`src/rtl/bob_retire_pkg.sv`:
```
// bob_retire_pkg: shared branch order buffer sizes and retire FSM encoding
package bob_retire_pkg;
   localparam int bob_addr_width = 6;
   localparam int bob_width = 64;
   localparam int bob_count = 48;
   typedef enum logic [1:0] {
      EMPTY = 2'd0,
      FETCH = 2'd1,
      HEAD  = 2'd2
   } state_t;
endpackage

```
`src/rtl/bob_retire_upd_fifo.sv`:
```
// bob_upd_fifo: 2-deep first-word fall-through FIFO toward the predictor update pipe
module bob_upd_fifo
   import bob_retire_pkg::*;
#(
   parameter int DATA_WIDTH = bob_width
) (
   input  logic                  clk,
   input  logic                  rst,
   input  logic                  i_push,
   input  logic                  i_pop,
   input  logic [DATA_WIDTH-1:0] i_data,
   output logic [DATA_WIDTH-1:0] o_data,
   output logic [1:0]            o_cnt
);
   logic [DATA_WIDTH-1:0] r_mem [2];
   logic                  r_rd_ptr;
   logic                  r_wr_ptr;
   logic [1:0]            r_cnt;
   assign o_data = r_mem[r_rd_ptr];
   assign o_cnt  = r_cnt;
   // pointers and occupancy; push+pop when full reuses the slot being read out
   always_ff @(posedge clk) begin
      if (rst) begin
         r_rd_ptr <= 1'b0;
         r_wr_ptr <= 1'b0;
         r_cnt    <= 2'd0;
      end else begin
         if (i_push) r_wr_ptr <= ~r_wr_ptr;
         if (i_pop) r_rd_ptr <= ~r_rd_ptr;
         r_cnt <= r_cnt + {1'b0, i_push} - {1'b0, i_pop};
      end
   end
   // payload storage needs no reset; it is only observed when counted valid
   always_ff @(posedge clk) begin
      if (i_push) r_mem[r_wr_ptr] <= i_data;
   end
   a_cnt_max: assert property (@(posedge clk) disable iff (rst) r_cnt <= 2'd2);
   a_no_overflow: assert property (@(posedge clk) disable iff (rst) !(i_push && !i_pop && r_cnt == 2'd2));
   a_no_underflow: assert property (@(posedge clk) disable iff (rst) !(i_pop && r_cnt == 2'd0));
endmodule

```
`src/rtl/bob_retire.sv`:
```
// bob_retire: in-order head fetch of the branch order buffer and retire handshake with the ROB
module bob_retire
   import bob_retire_pkg::*;
#(
   parameter int ADDR_WIDTH = bob_addr_width,
   parameter int DATA_WIDTH = bob_width,
   parameter int MISP_BIT   = 0
) (
   input  logic                  clk,
   input  logic                  rst,
   input  logic                  except,
   input  logic                  has_retire,
   input  logic [ADDR_WIDTH-1:0] retire_addr,
   output logic                  do_retire,
   output logic                  rd_en,
   output logic [ADDR_WIDTH-1:0] rd_addr,
   input  logic [DATA_WIDTH-1:0] rd_data,
   input  logic                  br_retire,
   output logic                  br_retire_rdy,
   output logic                  upd_valid,
   input  logic                  upd_ready,
   output logic [DATA_WIDTH-1:0] upd_data,
   output logic                  upd_misp
);
   state_t                r_state;
   state_t                w_next;
   logic [DATA_WIDTH-1:0] r_head;
   logic [ADDR_WIDTH-1:0] r_rd_addr;
   logic [1:0]            w_cnt;
   logic                  w_pop;
   logic                  w_head_vld;
   assign upd_valid = w_cnt != 2'd0;
   assign upd_misp  = upd_data[MISP_BIT];
   // next state and handshake outputs; except and rst suppress every request
   always_comb begin
      w_head_vld    = r_state == HEAD;
      w_pop         = upd_valid && upd_ready;
      br_retire_rdy = w_head_vld && !except && !rst && (w_cnt < 2'd2 || w_pop);
      do_retire     = br_retire && br_retire_rdy;
      rd_en         = r_state == EMPTY && has_retire && !except && !rst;
      rd_addr       = rd_en ? retire_addr : r_rd_addr;
      w_next        = except ? EMPTY :
                      (r_state == EMPTY) ? (rd_en ? FETCH : EMPTY) :
                      (r_state == FETCH) ? HEAD :
                      (w_head_vld && !do_retire) ? HEAD : EMPTY;
   end
   // state register
   always_ff @(posedge clk) begin
      if (rst) r_state <= EMPTY;
      else r_state <= w_next;
   end
   // head payload capture and last read address hold
   always_ff @(posedge clk) begin
      if (rst) r_rd_addr <= '0;
      else if (rd_en) r_rd_addr <= retire_addr;
      if (r_state == FETCH && !except) r_head <= rd_data;
   end
   bob_upd_fifo #(.DATA_WIDTH(DATA_WIDTH)) u_fifo (
      .clk   (clk),
      .rst   (rst),
      .i_push(do_retire),
      .i_pop (w_pop),
      .i_data(r_head),
      .o_data(upd_data),
      .o_cnt (w_cnt)
   );
   a_retire_head: assert property (@(posedge clk) disable iff (rst) do_retire |-> w_head_vld);
   a_retire_bob: assert property (@(posedge clk) disable iff (rst) do_retire |-> has_retire);
endmodule
```
`config.mk`:
```
export PLATFORM = sky130hd
export DESIGN_NAME = bob_retire
export DESIGN_NICKNAME = d
export VERILOG_FILES = /design/src/rtl/bob_retire_pkg.sv /design/src/rtl/bob_retire_upd_fifo.sv /design/src/rtl/bob_retire.sv
export SDC_FILE = /design/constraint.sdc
export NUM_CORES = 1
export LEC_CHECK = 0
export CORE_ASPECT_RATIO = 0.7
export CORE_MARGIN = 3
export CORE_UTILIZATION = 50
export DETAILED_ROUTE_END_ITERATION = 12
export PLACE_DENSITY = 0.87
export SYNTH_ARGS = -nofsm -noshare
export SYNTH_HDL_FRONTEND = slang
export SYNTH_SLANG_ARGS = --single-unit
```
`constraint.sdc`:
```
create_clock -name clk -period 5.3 [get_ports clk]
set_input_delay 0.795 -clock clk [delete_from_list [all_inputs] [get_ports clk]]
set_output_delay 0.795 -clock clk [all_outputs]
set_load 0.1 [all_outputs]
```
==> flow_metrics.py, run 1 <==
metrics = {
    "global_route": {
        "globalRoute.totalOverflow": 0,
        "groute.usage.overall": 0.168,
        "pin_count_of_the_biggest_net_entering_global_routing": 65,
        "grt_antenna_before_repair": 0,
        "global_route_wire_length_before_repair_mm": 20.5,
        "first_global_vias": 3815,
    },
    "clock_tree": {
        "clock-sinks": 205,
        "clock_tree.buffer_depth": 3,
        "tritoncts": "built",
        "worstSkewPairLatency_ps": 460,
        "path_clk_slew_ps": 60,
        "cts-buffers-inserted": 19,
        "buffers_inserted_during_post_cts_setup_optimization": 0,
        "cts_hold_buf": 0,
        "ctsResizeCount": 0,
        "htree_num_levels": 1,
        "clk_root_buffer_cell": "sky130_fd_sc_hd__clkbuf_16",
    },
    "routing": {
        "first_pass_iters": 4,
        "drt_drc_violations_left": 0,
        "routed-via-count": 3560,
        "wire_per_inst_um": 19.2,
        "routed_wirelength_mm": 13.3,
        "drtIter0Drc": 191,
        "route.antenna.remaining_nets": 0,
        "vias_per_cell": 5.14,
    },
    "critical_path": {
        "timing_worst_setup_path_type": "in -> out",
        "critPathRequiredTime_ps": 4510,
        "crit_path_start_kind": "input pin",
        "rr_endpoint": "u_fifo.r_mem[0][0]",
        "critical_path_peak_fanout": 14,
        "critical_path_arrival_ps": 3410,
        "r2r_setup_slack_ps": 2800,
        "crit_path_end_kind": "output pin",
        "timing.reg2reg.worst_path_depth": 3,
        "r2r_start": "r_state[0]",
    },
    "floorplan": {
        "die_x_um": 149,
        "core.rowCount": 35,
        "effective_utilization_at_floorplan": 0.528,
        "die-area_um2": 15800,
        "pin_count": 151,
        "core_area_um2": 13600,
        "die_h_um": 106,
    },
    "timing": {
        "report.final.hold_viol_count": 0,
        "finalMaxSlewViolations": 0,
        "slew_headroom": 0.234,
        "setup_viol_count_final": 0,
        "fin_setup_tns_ps": 0,
        "grt_setup_unrepaired": "false",
        "finalHoldWorstSlack_ps": 446,
        "skew_ps": 5.64,
        "fmaxAchievable_mhz": 238,
        "fin_crit_ps": 4200,
        "worst-slew-pin-transition_ps": 1150,
        "postLayoutSetupSlackWorst_ps": 1100,
        "final.period_utilization": 0.793,
    },
    "synthesis": {
        "synth_area_per_cell_um2": 21.4,
        "ys.warnings.count": 0,
        "synth_area_um2": 7160,
        "synth.net_count": 412,
        "post-synth-top-area-fraction": 0.805,
        "post_synthesis_instance_total": 335,
        "synth.top_cells.by_area": "sky130_fd_sc_hd__edfxtp_1, sky130_fd_sc_hd__mux2_2, sky130_fd_sc_hd__dfxtp_1",
        "synth_seq_area_share": 0.841,
        "synth.largest_area_cell": "sky130_fd_sc_hd__edfxtp_1",
        "synth-seq-cells": 205,
        "synthDistinctLibCells": 31,
    },
    "pwr": {
        "power_leakage_nw": 3.10,
        "worst_vdd_drop_mv": 0.361,
        "cellPowerDensity_nw_per_um2": 419,
    },
    "place": {
        "gp_congestion": 0.787,
        "post-place-ws_ps": 1160,
        "dp_hpwl_mm": 8.54,
        "place_inst": 660,
        "port_buffer_count": 150,
    },
    "final_layout": {
        "final_cell_mix": "sky130_fd_sc_hd__edfxtp_1, sky130_fd_sc_hd__clkdlybuf4s50_1, sky130_fd_sc_hd__mux2_2",
        "fin_util": 0.697,
        "nets": 573,
        "area_growth_syn_to_layout_pct": 32.1,
        "fin_cells": 693,
        "fill_cells": 867,
        "multi_input_area_um2": 1050,
        "diodes": 0,
        "regArea_um2": 6030,
        "drive_above_1_share": 0.213,
        "final_common_cell": "sky130_fd_sc_hd__edfxtp_1",
    },
    "worst_hold_path": {
        "hold-path-endpoint": "u_fifo.r_mem[0][8]",
        "min-delay-start": "r_head[8]",
        "min-delay-path-class": "reg -> reg",
        "whs_path_depth": 0,
    },
    "outcome": {
        "status": "complete, no violations",
    },
    "run": {
        "cap_viol_max_count": 0,
    },
}
==> power by group <==
group / total (mW) / switching, mW / internal, mW
Clock: 1.35 / 0.530 / 0.822
Combinational: 0.788 / 0.552 / 0.236
Sequential: 1.83 / 0.0504 / 1.78
==> cells by family after synthesis <==
logic type	after synthesis	share of synthesized area
AOI/OAI and AO/OA	19	0.0182
and+or+nand+nor	22	0.0203
muxes	65	0.102
DFF	205	0.841
adders and majority gates	1	0.00175
buffers and inverters	21	0.0143
xor gates and xnor gates	2	0.00245
==> stage by stage <==
stage                     total power, mW  cell area [um^2]
final                                3.97              9460
after global routing                 4.09              9460
after CTS                            4.00              9460
after detailed placement             2.65              8840
after global placement               2.64              8840
after floorplan                      2.45              7160
==> layout make-up <==
cell class | count | area share
clock buffers | 25 | 0.0537
multi-input cells | 109 | 0.111
inverters | 10 | 0.00397
flip-flops and latches | 205 | 0.637
repair buffers | 151 | 0.157
well taps | 185 | 0.0245
clock inverters | 8 | 0.0124
==> worst max-delay path by stage <==
| stage | from | to | slack, ps | cells after the start |
|---|---|---|---|---|
| final | rst | br_retire_rdy | 1100 | 4 |
| after global routing | rst | br_retire_rdy | 1040 | 4 |
| after CTS | rst | br_retire_rdy | 1150 | 4 |
| after detailed placement | rst | br_retire_rdy | 1160 | 4 |
| after global placement | rst | br_retire_rdy | 1290 | 4 |
| after floorplan | except | r_head[0] | 1350 | 1 |
==> flip-flops by register name (all words and copies together) (netlist names), named ones only <==
register,flops
u_fifo.r_mem,128
u_fifo.r_wr_ptr,1
u_fifo.o_cnt,2
r_rd_addr,6
r_state,2
r_head,64
u_fifo.r_rd_ptr,1
==> metal layers <==
| layer | vias up | track usage | part of all wire |
|---|---|---|---|
| met2 | 155 | 0.284 | 0.48 |
| met5 | - | 0 | 0 |
| met3 | 20 | 0.0430 | 0.068 |
| li1 | 1630 | - | - |
| met4 | 0 | 0.0372 | 0.016 |
| met1 | 1755 | 0.223 | 0.44 |
==> critical path: stages <==
cell and delay (ps):
sky130_fd_sc_hd__clkdlybuf4s50_1 720, sky130_fd_sc_hd__nor4b_2 570, sky130_fd_sc_hd__and2_1 180, sky130_fd_sc_hd__clkdlybuf4s50_1 1130
==> cell usage after synthesis <==
library cell / n
sky130_fd_sc_hd__o21a_1: 2
sky130_fd_sc_hd__buf_4: 2
sky130_fd_sc_hd__nand3_1: 6
sky130_fd_sc_hd__nor4_4: 1
sky130_fd_sc_hd__a31o_1: 1
sky130_fd_sc_hd__o31ai_1: 6
sky130_fd_sc_hd__nand2_1: 2
sky130_fd_sc_hd__a31oi_1: 1
sky130_fd_sc_hd__edfxtp_1: 192
sky130_fd_sc_hd__and2_4: 1
sky130_fd_sc_hd__mux2_2: 64
sky130_fd_sc_hd__and2_1: 3
sky130_fd_sc_hd__buf_6: 1
sky130_fd_sc_hd__nor4b_2: 1
sky130_fd_sc_hd__or2_2: 1
sky130_fd_sc_hd__nor2_1: 3
sky130_fd_sc_hd__a211oi_1: 1
sky130_fd_sc_hd__o21ai_1: 6
sky130_fd_sc_hd__ha_1: 1
sky130_fd_sc_hd__buf_2: 7
sky130_fd_sc_hd__mux2i_1: 1
sky130_fd_sc_hd__clkbuf_1: 1
sky130_fd_sc_hd__inv_1: 10
sky130_fd_sc_hd__xnor2_1: 2
sky130_fd_sc_hd__nor2b_1: 1
sky130_fd_sc_hd__and2b_1: 1
sky130_fd_sc_hd__nand2b_1: 1
sky130_fd_sc_hd__a211o_1: 1
sky130_fd_sc_hd__a311oi_1: 1
sky130_fd_sc_hd__and3_1: 1
sky130_fd_sc_hd__dfxtp_1: 13
Note: power is estimated with default switching activity, not from simulation.
==> run 2: changes to the inputs <==
--- a/config.mk
+++ b/config.mk
@@ -7,9 +7,9 @@
 export LEC_CHECK = 0
 export CORE_ASPECT_RATIO = 0.7
 export CORE_MARGIN = 3
-export CORE_UTILIZATION = 50
+export CORE_UTILIZATION = 46
 export DETAILED_ROUTE_END_ITERATION = 12
-export PLACE_DENSITY = 0.87
+export PLACE_DENSITY = 0.84
 export SYNTH_ARGS = -nofsm -noshare
 export SYNTH_HDL_FRONTEND = slang
 export SYNTH_SLANG_ARGS = --single-unit
==> constraint.sdc (replaced) <==
create_clock -name clk -period 3.7 [get_ports clk]
set_input_delay 0.555 -clock clk [delete_from_list [all_inputs] [get_ports clk]]
set_output_delay 0.555 -clock clk [all_outputs]
set_load 0.1 [all_outputs]
==> run 2 against run 1 <==
  * Setup slack got worse by 250 ps
  * First-iteration DRC count shrank 3.1%
  * Sequential power grew 43%
  * Flip-flop and latch count is the same
  * Sequential share of layout area up 0.42 points
  * Final area down 0.66%
  * Power grew 43%
  * Critical path type unchanged
  * Largest cell class unchanged
  * Highest routed layer unchanged
==> flow_metrics.py, run 2 (synthesis gave the netlist of run 1 again) <==
metrics = {
    "place": {
        "port_buffer_count": 150,
        "gp_congestion": 0.785,
        "dp_hpwl_mm": 8.75,
    },
    "critical_path": {
        "crit_path_cell_trace": "clkdlybuf4s50_1 -> nor4_4 -> and2_4 -> o21ai_1 -> buf_4",
        "crit_path_max_incr_delay_ps": 540,
        "rr_endpoint": "u_fifo.r_mem[0][37]",
        "r2r_setup_slack_ps": 1510,
        "timing.reg2reg.worst_path_depth": 4,
        "crit_path_end_kind": "output pin",
        "r2r_start": "r_state[0]",
        "critical_path_arrival_ps": 2290,
        "critical_path_peak_fanout": 13,
        "critical-path-slowest-cell": "sky130_fd_sc_hd__nor4_4",
        "timing_worst_setup_path_type": "in -> out",
        "critPathRequiredTime_ps": 3140,
        "crit_path_start_kind": "input pin",
    },
    "global_route": {
        "groute.usage.overall": 0.150,
        "pin_count_of_the_biggest_net_entering_global_routing": 65,
        "globalRoute.totalOverflow": 0,
        "global_route_wire_length_before_repair_mm": 20.1,
        "first_global_vias": 3780,
        "grt_antenna_before_repair": 0,
    },
    "timing": {
        "worst-slew-pin-transition_ps": 983,
        "slew_headroom": 0.343,
        "grt_setup_unrepaired": "false",
        "finalMaxSlewViolations": 0,
        "fin_setup_tns_ps": 0,
        "fin_crit_ps": 2850,
        "setup_viol_count_final": 0,
        "skew_ps": 11.8,
        "fmaxAchievable_mhz": 351,
        "report.final.hold_viol_count": 0,
        "final.period_utilization": 0.770,
    },
    "pwr": {
        "worst_vdd_drop_mv": 0.428,
        "cellPowerDensity_nw_per_um2": 604,
        "power_leakage_nw": 3.20,
        "design_power_mw": 5.68,
    },
    "routing": {
        "wire_per_inst_um": 18.4,
        "drtIter0Drc": 185,
        "routed-via-count": 3526,
        "first_pass_iters": 5,
        "route.antenna.remaining_nets": 0,
        "routed_wirelength_mm": 13.1,
        "vias_per_cell": 4.96,
        "drt_drc_violations_left": 0,
    },
    "clock_tree": {
        "cts-buffers-inserted": 20,
        "cts_hold_buf": 0,
        "buffers_inserted_during_post_cts_setup_optimization": 0,
        "ctsResizeCount": 0,
        "clock_tree.buffer_depth": 3,
        "clock-sinks": 205,
        "worstSkewPairLatency_ps": 480,
        "tritoncts": "built",
        "path_clk_slew_ps": 60,
        "clk_root_buffer_cell": "sky130_fd_sc_hd__clkbuf_16",
        "htree_num_levels": 1,
    },
    "floorplan": {
        "core.rowCount": 37,
        "die-area_um2": 17100,
        "die_x_um": 155,
        "effective_utilization_at_floorplan": 0.479,
        "die_h_um": 110,
        "core_area_um2": 15000,
        "pin_count": 151,
    },
    "outcome": {
        "status": "complete, no violations",
    },
    "final_layout": {
        "diodes": 0,
        "nets": 579,
        "area_growth_syn_to_layout_pct": 31.2,
        "registers.top_by_ff_count": "u_fifo.r_mem",
        "drive_above_1_share": 0.359,
        "final_common_cell": "sky130_fd_sc_hd__edfxtp_1",
        "layout_top_registers": "u_fifo.r_mem x128, r_head x64, r_rd_addr x6",
        "final_cell_mix": "sky130_fd_sc_hd__edfxtp_1, sky130_fd_sc_hd__buf_4, sky130_fd_sc_hd__clkdlybuf4s50_1",
        "largest_reg_flops": 128,
    },
    "worst_hold_path": {
        "min-delay-path-class": "reg -> reg",
        "min-delay-start": "r_head[7]",
        "whs_path_depth": 0,
        "hold-path-endpoint": "u_fifo.r_mem[1][7]",
    },
    "run": {
        "cap_viol_max_count": 0,
    },
}
run 2: worst max path at each step:
stage / from / endpoint / slack [ps] / depth (start not counted)
final: rst / rd_addr[5] / 850 / 5
after floorplan: rst / u_fifo.r_mem[1][0] / 300 / 4
after detailed placement: rst / u_fifo.r_mem[0][35] / 750 / 5
after CTS: rst / rd_addr[5] / 880 / 5
after global placement: rst / u_fifo.r_mem[0][40] / 860 / 5
after global routing: rst / rd_addr[5] / 720 / 5
run 2: power by group:
group	internal, mW	leakage [nW]	switching, mW
sequential	2.55	1.84	0.0718
combinational	0.312	1.04	0.790
clock	1.14	0.320	0.815
total	4.00	3.20	1.68
run 2: final cells by class:
| type | instances | area, um^2 |
|---|---|---|
| Tap cell | 195 | 244 |
| Timing Repair Buffer | 156 | 1390 |
| Clock inverter | 16 | 153 |
| Fill cell | 1024 | 5550 |
| Inverter | 10 | 37.5 |
| Sequential cell | 205 | 6030 |
| Multi-Input combinational cell | 109 | 1050 |
| Clock buffer | 20 | 500 |
run 2: critical path, delay by kind of cell:
family / cells / cell delay, ps
buffers and inverters: 2 / 760
AO/OA/AOI/OAI: 1 / 110
AND/OR/NAND/NOR: 2 / 860
run 2: metrics by stage:
step	hold WS [ps]	cells	cell area, um^2	worst slack, ps	util
6_report	443	711	9400	851	0.629
3_5_place_dp	431	675	8750	747	0.585
5_1_grt	456	711	9400	717	0.629
4_1_cts	445	711	9400	878	0.629
3_3_place_gp	423	675	8750	860	0.585
2_1_floorplan	421	335	7170	302	-
run 2: layer usage:
layer  vias up  GRT usage  routed length (um)
li1       1658          -                   -
met1      1689      0.197                5610
met2       145      0.252                6240
met3        34     0.0341                 913
met4         0     0.0435                 345
met5         -          0                   0
